`config.mk`:
```
export PLATFORM = sky130hd
export DESIGN_NAME = gpu_instruction_issuer
export DESIGN_NICKNAME = d
export VERILOG_FILES = /design/src/rtl/gpu_instruction_issuer.sv
export SDC_FILE = /design/constraint.sdc
export NUM_CORES = 1
export LEC_CHECK = 0
export CAP_MARGIN = 5
export CORE_MARGIN = 2
export CORE_UTILIZATION = 38
export DETAILED_ROUTE_END_ITERATION = 12
export GPL_TIMING_DRIVEN = 1
export SYNTH_ARGS = -nofsm -noshare
export SYNTH_HDL_FRONTEND = slang
export SYNTH_SLANG_ARGS = --single-unit
```
`constraint.sdc`:
```
create_clock -name Clk -period 6 [get_ports Clk]
set_input_delay 1.5 -clock Clk [delete_from_list [all_inputs] [get_ports Clk]]
set_output_delay 1.5 -clock Clk [all_outputs]
set_load 0.005 [all_outputs]
```
`src/rtl/gpu_instruction_issuer.sv`:
```
// gpu_instruction_issuer: buffers host sprite commands and issues the
// 35-bit GPU instruction stream, with a built-in 256-word sprite clear.
//
// Ports:
//   Clk, Reset_n          clock, async active-low reset
//   CmdValid/CmdReady     command handshake (CmdReady = FIFO not full)
//   CmdOpcode/Sprite/Data command fields; opcode 0 is dropped
//   ClearReq              single-cycle request for the clear sequence
//   IssueEnable           issue window; nothing but NOP while low
//   Instruction           registered {opcode, sprite, payload}
//   Busy                  clear pending or running
//   ClearDone             one-cycle pulse after the last clear word
//   Count                 FIFO occupancy
module gpu_instruction_issuer #(
    parameter int         DEPTH        = 16,
    parameter logic [3:0] CLEAR_OPCODE = 4'hF
) (
    input  logic                     Clk,
    input  logic                     Reset_n,
    input  logic                     CmdValid,
    output logic                     CmdReady,
    input  logic [3:0]               CmdOpcode,
    input  logic [7:0]               CmdSprite,
    input  logic [22:0]              CmdData,
    input  logic                     ClearReq,
    input  logic                     IssueEnable,
    output logic [34:0]              Instruction,
    output logic                     Busy,
    output logic                     ClearDone,
    output logic [$clog2(DEPTH):0]   Count
);

    localparam int            AW        = $clog2(DEPTH);
    localparam logic [AW:0]   FULLCOUNT = (AW + 1)'(DEPTH);

    typedef enum logic [1:0] {
        IDLE,
        CLEAR,
        DONE
    } stateT;

    logic [34:0]   fifoMem [DEPTH];
    logic [AW-1:0] wrPtr;
    logic [AW-1:0] rdPtr;
    stateT         state;
    logic [7:0]    clearIndex;
    logic          pendingClear;
    logic          full;
    logic          empty;
    logic          push;
    logic          pop;

    assign full     = (Count == FULLCOUNT);
    assign empty    = (Count == '0);
    assign CmdReady = !full;

    // Opcode 0 is handshaked but never stored.
    assign push = CmdValid && !full && (CmdOpcode != 4'h0);

    // A pending clear blocks popping so queued work waits for the clear.
    assign pop = (state == IDLE) && IssueEnable && !empty && !pendingClear;

    always_ff @(posedge Clk) begin
        if (push) begin
            fifoMem[wrPtr] <= {CmdOpcode, CmdSprite, CmdData};
        end
    end

    always_ff @(posedge Clk or negedge Reset_n) begin
        if (!Reset_n) begin
            wrPtr <= '0;
            rdPtr <= '0;
            Count <= '0;
        end else begin
            if (push) begin
                wrPtr <= wrPtr + 1'b1;
            end
            if (pop) begin
                rdPtr <= rdPtr + 1'b1;
            end
            if (push && !pop) begin
                Count <= Count + 1'b1;
            end else if (pop && !push) begin
                Count <= Count - 1'b1;
            end
        end
    end

    always_ff @(posedge Clk or negedge Reset_n) begin
        if (!Reset_n) begin
            state        <= IDLE;
            clearIndex   <= '0;
            pendingClear <= 1'b0;
            Busy         <= 1'b0;
            ClearDone    <= 1'b0;
            Instruction  <= '0;
        end else begin
            ClearDone   <= 1'b0;
            Instruction <= '0;
            unique case (state)
                IDLE: begin
                    if (pop) begin
                        Instruction <= fifoMem[rdPtr];
                    end
                    // The entry cycle into CLEAR issues NOP.
                    if (pendingClear) begin
                        if (IssueEnable) begin
                            state      <= CLEAR;
                            clearIndex <= '0;
                        end
                    end else if (ClearReq) begin
                        pendingClear <= 1'b1;
                        Busy         <= 1'b1;
                    end
                end
                CLEAR: begin
                    if (IssueEnable) begin
                        Instruction <= {CLEAR_OPCODE, clearIndex, 23'b0};
                        clearIndex  <= clearIndex + 8'd1;
                        if (clearIndex == 8'hFF) begin
                            state <= DONE;
                        end
                    end
                end
                DONE: begin
                    ClearDone    <= 1'b1;
                    Busy         <= 1'b0;
                    pendingClear <= 1'b0;
                    state        <= IDLE;
                end
                default: begin
                    state <= IDLE;
                end
            endcase
        end
    end

endmodule

```
==> impl.org <==
** Synth
- In the synthesized netlist the dominant register cell turns out to be sky130_fd_sc_hd__edfxtp_1.
- Synthesis produced a netlist with a net count of between 1000 and 1500.
- Area share of the leading cell type in the synthesized netlist :: a little over two thirds
- Synthesis inferred between 600 and 700 register bits.
- Main area contributors after synthesis :: sky130_fd_sc_hd__edfxtp_1 (71%), sky130_fd_sc_hd__mux4_2 (13%), sky130_fd_sc_hd__dfrtp_1 (6.4%)
- Yosys printed 0 warnings.
- Sequential area share after synthesis :: between 70% and 80%
- Share of flip-flops with an asynchronous set or reset after synthesis :: under 10%
- The synthesized design contains 560 enable-type register cells.
- Post-Syn Area :: 0.0238 sq mm
- Mean instance size in the synthesized netlist :: around 22 sq um
- Count of unique library cells instantiated by Yosys :: between 40 and 50
- Mapped Cells :: 1087
- The most common cell in the synthesized netlist is sky130_fd_sc_hd__edfxtp_1.
- Of all cell types, the one taking the most synthesized area is sky130_fd_sc_hd__edfxtp_1.
- Leading post-synthesis cells by instance count :: sky130_fd_sc_hd__edfxtp_1 (560), sky130_fd_sc_hd__mux4_2 (140), sky130_fd_sc_hd__dfrtp_1 (61), sky130_fd_sc_hd__a211oi_1 (28), sky130_fd_sc_hd__mux2i_1 (27)

** Global routing
- Global-route track usage on met1 :: 22.1%
- GR Overflow Total :: 0
- In the global route stage, met2 resource usage came out at between 20% and 30%.
- GRT Total Usage :: between 10% and 20%
- Layer with the highest usage :: met2
- Maximum number of pins on one net before global-route repair :: slightly above 60
- Antenna violations before repair :: 1
- First-pass GRT wire length :: about 77000 um
- Fraction of met3 tracks used by global routing :: approximately 3.0%
- The via count of the first global-routing pass is 11800.

** Floorplan
- Row generation in the floorplan step produced 91 rows.
- The die covers about 0.065 sq mm.
- For this configuration, the core starts out at a cell density of 38.5%.
- The die is about 250 um wide.
- The core region is ~0.062 sq mm.
- The die is roughly 250 um tall.
- Pin placement for this block handled 83 I/O pins.

** Pwr
- Leakage power summed over all cells :: approximately 8.8 nW
- Max VDD drop :: between 0.2 and 0.25 mV
- Total power per unit cell area :: roughly 400 mW/mm^2

** Detailed routing
- The routed layout has between 10000 and 15000 vias.
- Wires add up to between 50000 and 60000 um.
- In this run, the number of DRC markers left after iteration 0 of detailed routing was a little under 800.
- In the final routed layout, each cell accounts on average for roughly 24 um.
- After detailed routing, the number of vias per cell comes to ~5.2.
- In the routed design, unresolved DRC markers number 0.
- In this run the remaining antenna-violating nets after routing total 0.
- Number of detailed-route iterations in the first pass :: 5

** Clock network
- The H-tree was split into 3 levels.
- Post-CTS clock slew at the launch and capture registers of the worst setup and hold paths :: about 0.060 ns
- TritonCTS built the clock tree.
- Clk root buf :: sky130_fd_sc_hd__clkbuf_16
- Clock Sinks :: slightly above 600
- Setup repair bufs after CTS :: 0
- Cts bufs inserted :: 67
- CTS Hold Buffers Added :: 0
- The number of gates resized after CTS was 0.
- Largest buffer count on any clock path :: 3
- Clock insertion delay at the later pin of the skew report :: approximately 0.59 ns

** Min path
- Path type of the worst min-delay path :: register to register
- Hold Crit Depth :: 1

** Worst setup path
- Critical path type :: primary input to register
- Worst EP required :: approximately 6.2 ns
- Top fanout value on the critical path :: 26
- FF-to-FF Start :: rdPtr[2]
- The most critical setup path has its startpoint at CmdOpcode[3].
- Stages on worst setup path :: 6
- Cell type of the slowest stage on the worst timing path :: sky130_fd_sc_hd__clkdlybuf4s50_1
- Capturing instance or port of the critical path :: fifoMem[6][20]
- Grouping stages by cell kind, the critical path spends the most delay in buffers and inverters.
- The worst register-to-register path ends at Instruction[23].
- The critical path goes through clkdlybuf4s50_1, o41ai_1, a21oi_2, nand2_1, nor2_4, buf_4.
- Across all register-to-register paths, the minimum setup slack is a little over 3 ns.
- Critical path arrival :: 4.45 ns
- Counting both buffers and inverters, the worst setup path holds a total of 2.
- Nature of the critical path endpoint :: register
- The largest single stage delay on the critical path is roughly 0.92 ns.
- Cell count of the worst reg-to-reg path :: 5
- CP Launch Type :: primary input

** STA
- Minimum clock period :: around 4.2 ns
- The worst pin sits at a relative slew slack of 32.4%.
- Total of endpoints with negative setup slack in the final report :: 0
- Setup repair after global routing left no endpoint under its margin.
- Part of the cycle the worst path needs :: around 70%
- Post-Route Skew :: 0.0135 ns
- The number of hold violations in the final report came to 0.
- Worst Max-Slew Pin Slew :: 1.01 ns
- After routing, the total negative slack on setup checks comes to 0 ns.
- Maximum operating frequency :: around 0.24 GHz
- Number of slew-limit violations in the final report :: 0

** Placement
- Final weighted congestion in routability-driven placement :: between 0.7 and 0.8
- Count of buffers from port buffering :: between 80 and 90
- Placement Cell Area :: between 0.02 and 0.03 sq mm
- The wire-length estimate of the detail-placed layout is 28600 um.

** Cells and area
- Nets :: approximately 1300
- Layout cell share with drive strength beyond 1 :: 24.0%
- Area growth from synthesis to final layout :: 16.8%
- Summed area of non-filler cells in the final layout :: between 0.02 and 0.03 sq mm
- The repair_antennas step left the layout with diodes totalling 0.
- Filler cell count :: approximately 5100

** Run
- Max-cap violations :: 0

** Status
- The run finished with clean final reports.
[cells by family (layout without fill, tap and decap cells)]
| group | after synthesis | count (layout) | synth area share [%] |
|---|---|---|---|
| multiplexers | 172 | 172 | 14.6 |
| XOR/XNOR | 16 | 16 | 0.588 |
| buffers and inverters | 65 | 233 | 1.79 |
| AND/OR/NAND/NOR | 98 | 98 | 2.02 |
| adder cells (fa/ha/maj) | 11 | 11 | 0.609 |
| AO/OA/AOI/OAI | 104 | 104 | 3.41 |
| flip-flops | 621 | 621 | 77.0 |
[stage by stage]
stage | instances | utilization, % | power, W | worst slack [ns] | hold WS [ns]
floorplan | 1087 | - | 0.00694 | 1.08 | 0.435
detailed placement | 1972 | 41.6 | 0.00760 | 1.15 | 0.457
global route | 2092 | 45.0 | 0.0119 | 1.63 | 0.499
global placement | 1972 | 41.6 | 0.00757 | 1.20 | 0.460
finish | 2092 | 45.0 | 0.0114 | 1.76 | 0.467
CTS | 2092 | 45.0 | 0.0116 | 1.78 | 0.468
[worst min-delay path by stage]
stage	slack, ns	start	to
floorplan	0.43	state[1]	state[0]
finish	0.47	state[1]	state[0]
detailed placement	0.46	state[1]	state[0]
global route	0.50	state[1]	state[0]
global placement	0.46	state[1]	state[0]
CTS	0.47	state[1]	state[0]
[routing by layer]
layer / part of all wire [%] / vias up / wire length, um
met4: 1.4 / 2 / 722
met3: 4.5 / 59 / 2300
met5: 0.016 / - / 8
met2: 51 / 273 / 25800
li1: - / 4738 / -
met1: 44 / 5907 / 22200
[flip-flops by register name, summed over array words and instances, names as in the netlist]
register / flops
Busy: 1
pendingClear: 1
ClearDone: 1
fifoMem: 560
clearIndex: 8
wrPtr: 4
state: 2
Instruction: 35
rdPtr: 4
Count: 5
[cells in the final DEF (no fill, tap or decap), drive strengths merged, types with 4 or more instances in the layout]
cell and instances:
xor2 7, clkinv 22, nor3 5, a21oi 15, xnor2 9, buf 26, nand2 24, nor2 26
clkdlybuf4s50 81, clkbuf 92, mux2i 27, a22oi 16, a21o 10, edfxtp 560, inv 7, mux2 5
ha 10, bufinv 4, nand2b 4, mux4 140, a211oi 46, dfrtp 61, o21ai 13, nor2b 26
[report_power, final]
group / switching (W) / internal [W] / total (W)
Clock: 0.00160 / 0.00235 / 0.00395
Sequential: 0.000296 / 0.00516 / 0.00545
Combinational: 0.00102 / 0.000977 / 0.00200
Total: 0.00291 / 0.00848 / 0.0114
[layout make-up]
type	count	area, sq um	share of cell area, %
Sequential cell	621	18400	65.9
Multi-Input combinational cell	401	5170	18.6
Clock buffer	92	1870	6.70
Timing Repair Buffer	107	1140	4.11
Tap cell	837	1050	3.76
Clock inverter	28	234	0.840
Inverter	6	22.5	0.0809
Note: power is estimated with default switching activity, not from simulation.
